==> src/rtl/basket_controller.sv <==
`default_nettype none
// +--------------------------------------------------------------------------+
// | basket_controller: basket quantity table with a running price total,     |
// | refreshed by a sequential summing pass after each add/remove request.    |
// | Optional feature macro: BASKET_PENDING_EN (one-deep pending request).    |
// | Revision: 1.0                                                            |
// +--------------------------------------------------------------------------+
module basket_controller #(
  parameter int NUM_PRODUCTS = 12,
  parameter int QTY_W        = 8,
  parameter int PRICE_BASE   = 5,
  parameter int PRICE_STEP   = 5,
  parameter int TOTAL_W      = 20
) (
  input  logic               CLK,
  input  logic               RESET_N,
  input  logic               ENABLE,
  input  logic [3:0]         ProductID_in,
  input  logic [3:0]         ProductQuantity_in,
  input  logic               Remove_in,
  input  logic               CLEAR,
  input  logic [3:0]         RD_ADDR,
  output logic [QTY_W-1:0]   RD_QTY,
  output logic [TOTAL_W-1:0] Total_out,
  output logic [3:0]         ItemCount_out,
  output logic               Busy,
  output logic               Done_Pulse,
  output logic               Invalid_Flag,
  output logic               Drop_Flag
);

  localparam int     c_last_idx  = NUM_PRODUCTS - 1;
  localparam int     c_max_price = PRICE_BASE + c_last_idx * PRICE_STEP;
  localparam longint c_max_total = longint'(NUM_PRODUCTS) * longint'((1 << QTY_W) - 1)
                                   * longint'(c_max_price);

  if (c_max_total >= (longint'(1) << TOTAL_W)) begin : g_total_w_check
    $error("basket_controller: TOTAL_W too narrow for the maximum basket total");
  end
  if (NUM_PRODUCTS > 16 || QTY_W < 4) begin : g_shape_check
    $error("basket_controller: NUM_PRODUCTS must be <= 16 and QTY_W >= 4");
  end

  typedef enum logic [1:0] {
    S_IDLE   = 2'd0,
    S_UPDATE = 2'd1,
    S_SUM    = 2'd2,
    S_DONE   = 2'd3
  } state_t;

  state_t             r_state, w_state_next;
  logic [QTY_W-1:0]   r_qty [NUM_PRODUCTS];
  logic [3:0]         r_req_id, r_req_qty;
  logic               r_req_remove;
  logic [3:0]         r_idx;
  logic [TOTAL_W-1:0] r_acc;
  logic [3:0]         r_cnt;

  logic               w_enable, w_last, w_load_in, w_drop, w_req_valid;
  logic [QTY_W-1:0]   w_cur_qty, w_tgt_qty, w_new_qty;
  logic [QTY_W:0]     w_sum_ext;
  logic [TOTAL_W-1:0] w_price, w_acc_next;
  logic [3:0]         w_cnt_next;
`ifdef BASKET_PENDING_EN
  logic               r_pend_valid, r_pend_remove;
  logic [3:0]         r_pend_id, r_pend_qty;
  logic               w_load_pend, w_capture;
`endif

  // A request coinciding with CLEAR is simply discarded, never counted as dropped.
  assign w_enable = ENABLE & ~CLEAR;
  assign w_last   = (r_idx == 4'(c_last_idx));

  always_ff @(posedge CLK or negedge RESET_N) begin
    if (!RESET_N) r_state <= S_IDLE;
    else          r_state <= w_state_next;
  end

  always_comb begin
    w_state_next = r_state;
    Busy         = (r_state != S_IDLE);
    Done_Pulse   = (r_state == S_DONE);
    w_load_in    = 1'b0;
    w_drop       = 1'b0;
`ifdef BASKET_PENDING_EN
    w_load_pend  = 1'b0;
    w_capture    = 1'b0;
`endif
    case (r_state)
      S_IDLE:   if (w_enable) begin
                  w_state_next = S_UPDATE;
                  w_load_in    = 1'b1;
                end
      S_UPDATE: w_state_next = S_SUM;
      S_SUM:    if (w_last) w_state_next = S_DONE;
      S_DONE:   w_state_next = S_IDLE;
      default:  w_state_next = S_IDLE;
    endcase
`ifdef BASKET_PENDING_EN
    // Leaving DONE chains straight into the next request, so Busy never drops.
    if (r_state == S_DONE) begin
      if (r_pend_valid) begin
        w_state_next = S_UPDATE;
        w_load_pend  = 1'b1;
        w_drop       = w_enable;
      end else if (w_enable) begin
        w_state_next = S_UPDATE;
        w_load_in    = 1'b1;
      end
    end else if (r_state != S_IDLE && w_enable) begin
      if (r_pend_valid) w_drop    = 1'b1;
      else              w_capture = 1'b1;
    end
`else
    w_drop = (r_state != S_IDLE) && w_enable;
`endif
    if (CLEAR) w_state_next = S_IDLE;
  end

  // Saturating update of the requested entry.
  assign w_req_valid = ({1'b0, r_req_id} < 5'(NUM_PRODUCTS));
  assign w_tgt_qty   = w_req_valid ? r_qty[r_req_id] : '0;
  assign w_sum_ext   = {1'b0, w_tgt_qty} + (QTY_W+1)'(r_req_qty);
  assign w_new_qty   = r_req_remove
                       ? ((w_tgt_qty > QTY_W'(r_req_qty)) ? w_tgt_qty - QTY_W'(r_req_qty) : '0)
                       : (w_sum_ext[QTY_W] ? '1 : w_sum_ext[QTY_W-1:0]);

  // One table entry per SUM cycle.
  assign w_cur_qty  = ({1'b0, r_idx} < 5'(NUM_PRODUCTS)) ? r_qty[r_idx] : '0;
  assign w_price    = TOTAL_W'(PRICE_BASE) + TOTAL_W'(r_idx) * TOTAL_W'(PRICE_STEP);
  assign w_acc_next = r_acc + TOTAL_W'(w_cur_qty) * w_price;
  assign w_cnt_next = r_cnt + {3'b000, (w_cur_qty != '0)};

  always_ff @(posedge CLK or negedge RESET_N) begin
    if (!RESET_N) begin
      for (int i = 0; i < NUM_PRODUCTS; i++) r_qty[i] <= '0;
      r_req_id      <= '0;
      r_req_qty     <= '0;
      r_req_remove  <= 1'b0;
      r_idx         <= '0;
      r_acc         <= '0;
      r_cnt         <= '0;
      RD_QTY        <= '0;
      Total_out     <= '0;
      ItemCount_out <= '0;
      Invalid_Flag  <= 1'b0;
      Drop_Flag     <= 1'b0;
`ifdef BASKET_PENDING_EN
      r_pend_valid  <= 1'b0;
      r_pend_id     <= '0;
      r_pend_qty    <= '0;
      r_pend_remove <= 1'b0;
`endif
    end else if (CLEAR) begin
      for (int i = 0; i < NUM_PRODUCTS; i++) r_qty[i] <= '0;
      RD_QTY        <= '0;
      Total_out     <= '0;
      ItemCount_out <= '0;
`ifdef BASKET_PENDING_EN
      r_pend_valid  <= 1'b0;
`endif
    end else begin
      if (w_load_in) begin
        r_req_id     <= ProductID_in;
        r_req_qty    <= ProductQuantity_in;
        r_req_remove <= Remove_in;
      end
`ifdef BASKET_PENDING_EN
      if (w_load_pend) begin
        r_req_id     <= r_pend_id;
        r_req_qty    <= r_pend_qty;
        r_req_remove <= r_pend_remove;
        r_pend_valid <= 1'b0;
      end
      if (w_capture) begin
        r_pend_id     <= ProductID_in;
        r_pend_qty    <= ProductQuantity_in;
        r_pend_remove <= Remove_in;
        r_pend_valid  <= 1'b1;
      end
`endif
      if (w_drop) Drop_Flag <= 1'b1;
      if (r_state == S_UPDATE) begin
        r_idx <= '0;
        r_acc <= '0;
        r_cnt <= '0;
        if (!w_req_valid)          Invalid_Flag      <= 1'b1;
        else if (r_req_qty != '0) r_qty[r_req_id]   <= w_new_qty;
      end
      if (r_state == S_SUM) begin
        r_idx <= r_idx + 4'd1;
        r_acc <= w_acc_next;
        r_cnt <= w_cnt_next;
        if (w_last) begin
          Total_out     <= w_acc_next;
          ItemCount_out <= w_cnt_next;
        end
      end
      RD_QTY <= ({1'b0, RD_ADDR} < 5'(NUM_PRODUCTS)) ? r_qty[RD_ADDR] : '0;
    end
  end

endmodule
`default_nettype wire

==> config.mk <==
export PLATFORM = sky130hd
export DESIGN_NAME = basket_controller
export DESIGN_NICKNAME = d
export VERILOG_FILES = /design/src/rtl/basket_controller.sv
export SDC_FILE = /design/constraint.sdc
export NUM_CORES = 1
export LEC_CHECK = 0
export BUFFER_PORTS_ARGS = -buffer_cell sky130_fd_sc_hd__buf_2
export CORE_MARGIN = 3
export CORE_UTILIZATION = 43
export CTS_CLUSTER_DIAMETER = 50
export DETAILED_ROUTE_END_ITERATION = 8
export GPL_TIMING_DRIVEN = 0
export PLACE_DENSITY_LB_ADDON = 0.15
export SETUP_SLACK_MARGIN = 0.5
export SLEW_MARGIN = 20
export SYNTH_ARGS = -nofsm -noshare
export SYNTH_HDL_FRONTEND = slang
export SYNTH_SLANG_ARGS = --single-unit
==> constraint.sdc <==
create_clock -name CLK -period 7.7 [get_ports CLK]
set_input_delay 1.155 -clock CLK [delete_from_list [all_inputs] [get_ports CLK]]
set_output_delay 1.155 -clock CLK [all_outputs]
set_load 0.03 [all_outputs]
# After elaboration in Yosys (flattened, before gate mapping)
# Index checks and enable logic that the tools add are counted.
totals:
  inputBits: 17
  out_inout_bits: 36
  wordCells: 111
  register_bits: 169
op_classes:
  reduce_logical: 19
  magnitude_cmp: 8
  n_mux: 40
  eq_ne: 6
  n_bitwise: 6
  n_mul: 2
  addsub: 6
ops:
  columns: ["op", "n"]
  rows:
  - ["two-way mux 96 bit", 4]
  - ["two-way mux 8 bit", 14]
  - ["two-way mux 20 bit", 5]
  - ["binary-select mux 8 bit (select 4 bit)", 3]
  - ["bitwise mux 96 bit", 1]
  - ["demux 8 bit (select 4 bit)", 1]
  - ["two-way mux 4 bit", 6]
  - ["adder 20 x 16 -> 20 bit", 1]
  - ["multiplier 8 x 8 -> 16 bit", 1]
  - [">= comparator 5 bit, second input constant", 3]
  - ["inverter 4 -> 5 bit", 3]
  - ["nonzero test 2 bit", 7]
  - ["< comparator 4 bit, second input constant", 3]
  - ["AND reduction 2 bit", 5]
  - ["adder 8 x 4 -> 9 bit", 1]
  - ["adder 3 x 7 -> 8 bit, first input constant", 1]
  - ["> comparator 8 x 4 -> 1 bit", 1]
  - ["case mux 2 bit (4 select lines)", 1]
  - ["nonzero test 8 bit", 1]
  - ["subtractor 8 x 4 -> 8 bit", 1]
  - ["multiplier 4 x 3 -> 7 bit, second input constant", 1]
  - ["two-way mux 2 bit", 3]
  - ["inequality test 3 bit, second input constant", 2]
  - ["AND reduction 3 bit", 2]
  - ["12 further kinds", 16]

# Longest topological paths before layout
depth:
  word_depth: 13
  depth_mapped: 28
  depth_no_buf: 25

# Worst setup path before layout
# Ideal clock, no wire load.
synth_timing:
  path_kind: "reg2reg"
  startpoint: "register r_idx[0]"
  endpoint: "register r_acc[19]"
  path_slack_ns: 0.934
  stages_incl_launch_ff: 25
  synth_period_minus_slack_ns: 6.766
  required_time_ns: 7.571
  arrival_time_ns: 6.638
  setup_time_ns: 0.129
  cell_sequence: "dfrtp_1 clkbuf_1 buf_2 clkbuf_1 inv_1 ha_1 ha_1 a31oi_1 xnor2_1 nor2_1 fa_1 inv_1 fa_1 inv_1 fa_1 inv_1 fa_1 inv_1 ha_1 a21boi_0 o31ai_1 a211oi_1 o211ai_1 mux2i_1 o21ai_0"
synth_between:
  elab_chain_cells: 8
  elab_cells_between_ends: 11
synth_rtl:
  columns: ["item", "line", "text"]
  rows:
  - ["start: declaration", "55", "logic [3:0] r_idx;"]
  - ["start signal: assignment", "191", "r_idx <= r_idx + 4'd1;"]
  - ["branches (longest 5 deep; another with adder 3 x 7 -> 8 bit)", null, null]
  - ["multiplier 8 x 8 -> 16 bit *", "131", "assign w_acc_next = r_acc + TOTAL_W'(w_cur_qty) * w_price;"]
  - ["adder 20 x 16 -> 20 bit *", "131", null]
  - ["two-way mux 20 bit *", "190", "if (r_state == S_SUM) begin"]
  - ["end signal: assignment", "192", "r_acc <= w_acc_next;"]
  - ["end: declaration", "56", "logic [TOTAL_W-1:0] r_acc;"]
# Every way passes the cells marked *. The select of a mux whose other input is x is not followed.
# A chain may end at the register's enable or synchronous reset.

# Worst setup path in the final report
layout_timing:
  startpoint: "register r_idx[1]"
  endpoint: "register Total_out[17]"
layout_between:
  elab_chain_cells: 10
  elab_cells_between_ends: 16
layout_rtl:
  columns: ["item", "line", "text"]
  rows:
  - ["branches (longest 10 deep; another with adder 20 x 16 -> 20 bit)", null, null]
  - ["end signal: assignment", "195", "Total_out <= w_acc_next;"]
  - ["end: declaration", "24", "output logic [TOTAL_W-1:0] Total_out,"]
# Parallel ways; which one is timed is not known. The select of a mux whose other input is x is not followed.

==> impl_metrics.toml <==
[run_status]
status = "complete, no violations"

[grt]
antenna_found_initial = 0
grt_pass1_vias = 9556
overflow = 0
grt_pass1_wl_mm = 56.75
grt_max_degree = 90
grt_usage_pct = 24.43

[logic_synthesis]
syn_area_per_cell_um2 = 10.03
synth_area_leaders = "dfrtp_1, mux4_2, fa_1, ha_1, nand2_1"
yosys_warnings = 0
ys_seq_area_share_pct = 34.98
async_flop_share_pct = 100.0
synth_ff_type = "dfrtp_1"
synth_edf_count = 0
yosysTopAreaCellShare_pct = 34.98
yosysTopAreaCell = "dfrtp_1"
ys_ff_latch = 169
synthesis.instances = 1206
synthesis.nets = 1334
ys_types = 63
syn-cell-area_mm2 = 0.01209

[hold_path]
hold_path.class = "flop to flop"

[floorplanning]
coreArea_mm2 = 0.02733
fp.dieW_um = 173.7
die_h_um = 173.7
io_pins = 53
start_util_pct = 44.25
die_area_mm2 = 0.03017
fp-row-count = 60

[route]
drt_wl_total_mm = 36.41
drt_pass1_iterations = 5
viasPerCell = 5.849
drt_iter0_markers = 977
ant_nets = 0
drc = 0
num_vias = 9716
wl_per_cell_um = 21.92

[job]
cap_violations = 0

[worst_setup_path]
path_cells = "clkbuf_1, clkbuf_1, mux4_2, mux2i_1, o22ai_1, nand2_1, fa_1, inv_1, fa_1, ha_1, inv_1, fa_1, fa_1, nor2b_1, o21ai_0, a21boi_2, o31ai_4, a211oi_1, nor2_1, or4_1, nand3_1"
cp_slowest_cell = "clkbuf_1"
critPathMaxFanout = 10
critPathArrivalTime_ps = 7240
crit_top_cell = "fa_1"
cp-end-kind = "flop"
worstSetupStartpointType = "flop"
cp_slowest_stage_delay_ps = 780
path_class = "flop to flop"
crit_required_ps = 8070

[clock_tree]
max-clock-path-buffers = 2
hold_buffers = 0
cts_root_buf = "clkbuf_16"
h-tree-depth = 4
worstSkewPairLatency_ps = 440
path_clk_slew_ps = 70
cts_tree = "yes"
clock_sinks = 169
numCtsBuffers = 17

[final_layout]
postLayoutCellArea_mm2 = 0.01356
stdcell_count = 1661
antenna_cells = 0
fillers = 2590
finalNetCount = 1404
drive_above_1_share_pct = 15.83
syn2layout_area_growth_pct = 12.15

[sta]
finalSetupViolCount = 0
period_needed_ps = 6878
maxSlewViolCount = 0
setup_tns_ps = 0
hold_violations = 0
finClkSkew_ps = 19.30
timing.fmax_mhz = 145.4
worstMarginPinSlew_ps = 1114
fin_crit_sh_pct = 89.32
relSlewSlack_pct = 25.77
whs_ps = 472.9
rsz0062_at_grt = "yes"

[placed_design]
io_buffers = 47
dpl.hpwl_mm = 27.21
place.gp.congestion = 0.9112
dp.cells = 1626
post_dp_cell_area_mm2 = 0.01284

[power]
cellLeakagePower_nw = 6.183
cellPowerDensity_mw_per_mm2 = 238.9
vdd_drop_max_v = 0.0001683
-- registers in the layout, summed over array words and instances, names as in the netlist, 2 cells and up --
| register | cells |
|---|---|
| r_qty | 96 |
| r_acc | 20 |
| r_state | 2 |
| r_cnt | 4 |
| r_req_id | 4 |
| Total_out | 20 |
| ItemCount_out | 4 |
| r_req_qty | 4 |
| r_idx | 4 |
| RD_QTY | 8 |
-- final timing paths --
path	from	end	slack, ps	cells after the start
setup / recovery	r_idx[1]$_DFFE_PN0P_	Total_out[17]$_DFFE_PN0P_	820	21
hold / removal	Drop_Flag$_DFFE_PN0P_	Drop_Flag$_DFFE_PN0P_	470	1
setup reg to reg	r_idx[1]$_DFFE_PN0P_	Total_out[17]$_DFFE_PN0P_	820	21
hold reg to reg	Drop_Flag$_DFFE_PN0P_	Drop_Flag$_DFFE_PN0P_	470	1
max in group asynchronous	RESET_N	r_qty[46]$_DFFE_PN0P_	6080	2
min in group asynchronous	RESET_N	r_acc[1]$_DFFE_PN0P_	740	1
-- critical path: cells and delay by family, from the launching register on --
kind	cells	cell delay (ps)
flops	1	380
fa+ha+maj	5	2300
buf+inv	4	1160
simple gates	5	940
compound gates	5	1480
mux	2	540
-- per-layer routing --
| layer | GRT usage, % | up-vias | wire [um] |
|---|---|---|---|
| met5 | 0 | - | 0 |
| met1 | 36.31 | 4856 | 16400 |
| met3 | 5.519 | 47 | 3259 |
| met4 | 5.831 | 0 | 608 |
| li1 | - | 4397 | - |
| met2 | 36.51 | 416 | 16140 |
-- area by class of cell --
cell class                      count  area (um2)  area share [%]
Buffer                             68       317.8           2.344
Clock buffer                       17       425.4           3.137
Clock inverter                     15       201.4           1.486
Inverter                          111       416.7           3.073
Multi-Input combinational cell    858        7209           53.16
Sequential cell                   169        4229           31.19
Tap cell                          372       465.4           3.432
Timing Repair Buffer               51       295.3           2.178
-- cells by family (layout without fill, tap and decap cells) --
| group | Yosys count | count (layout) | synth area share [%] |
|---|---|---|---|
| AND/OR/NAND/NOR | 350 | 350 | 12.54 |
| AO/OA/AOI/OAI | 259 | 259 | 14.28 |
| buffers and inverters | 179 | 262 | 5.981 |
| flip-flops | 169 | 169 | 34.98 |
| multiplexers | 118 | 118 | 16.49 |
| adder cells (fa/ha/maj) | 111 | 111 | 14.28 |
| XOR/XNOR | 20 | 20 | 1.449 |
-- per-stage QoR --
step / worst slack, ps / utilization (%) / power (mW)
finish: 822.4 / 49.62 / 3.240
global route: 478.7 / 49.62 / 3.407
CTS: 580.0 / 49.41 / 3.232
detailed placement: -606.8 / 46.97 / 2.299
global placement: -554.0 / 46.81 / 2.291
floorplan: 933.5 / - / 1.864
-- cells in the final DEF, fill, tap and decap left out, types with 6 or more instances in the layout --
| cell type | synthesis | final |
|---|---|---|
| nand2_1 | 155 | 155 |
| buf_1 | 9 | 9 |
| o22a_1 | 9 | 9 |
| buf_6 | 5 | 6 |
| o22ai_1 | 14 | 14 |
| mux4_2 | 63 | 63 |
| nor2_1 | 102 | 102 |
| o21ai_0 | 54 | 53 |
| and2_1 | 13 | 13 |
| clkbuf_1 | 45 | 43 |
| dfrtp_1 | 169 | 169 |
| mux2i_1 | 35 | 35 |
| o31ai_1 | 8 | 7 |
| nand2b_1 | 10 | 10 |
| xnor2_1 | 9 | 7 |
| a21oi_1 | 70 | 69 |
| xor2_1 | 11 | 10 |
| nor3_1 | 16 | 15 |
| fa_1 | 45 | 45 |
| buf_2 | 8 | 54 |
| a211oi_1 | 9 | 9 |
| a21o_1 | 11 | 11 |
| clkbuf_16 | 0 | 17 |
| a22o_1 | 40 | 40 |
| mux2_2 | 20 | 20 |
| nor2b_1 | 11 | 11 |
| nand3_1 | 20 | 20 |
| ha_1 | 66 | 66 |
| inv_1 | 111 | 111 |
-- repair_timing --
action,in CTS,in global routing
pin swaps,0,3
endpoints found under the setup margin,24,20
gates resized for setup,9,10
buffers inserted,0,3
-- cell usage after synthesis (8+ instances only) --
master    instances
a211oi_1          9
a21o_1           11
a21oi_1          70
a22o_1           40
and2_1           13
buf_1             9
buf_2             8
clkbuf_1         45
dfrtp_1         169
fa_1             45
ha_1             66
inv_1           111
mux2_2           20
mux2i_1          35
mux4_2           63
nand2_1         155
nand2b_1         10
nand3_1          20
nor2_1          102
nor2b_1          11
nor3_1           16
o21ai_0          54
o22a_1            9
o22ai_1          14
o31ai_1           8
xnor2_1           9
xor2_1           11
-- power by group --
| group | internal, mW | switching [mW] |
|---|---|---|
| sequential | 0.948 | 0.0718 |
| combinational | 0.423 | 0.867 |
| clock | 0.498 | 0.432 |
No activity file was read; power rests on OpenSTA's default activity.
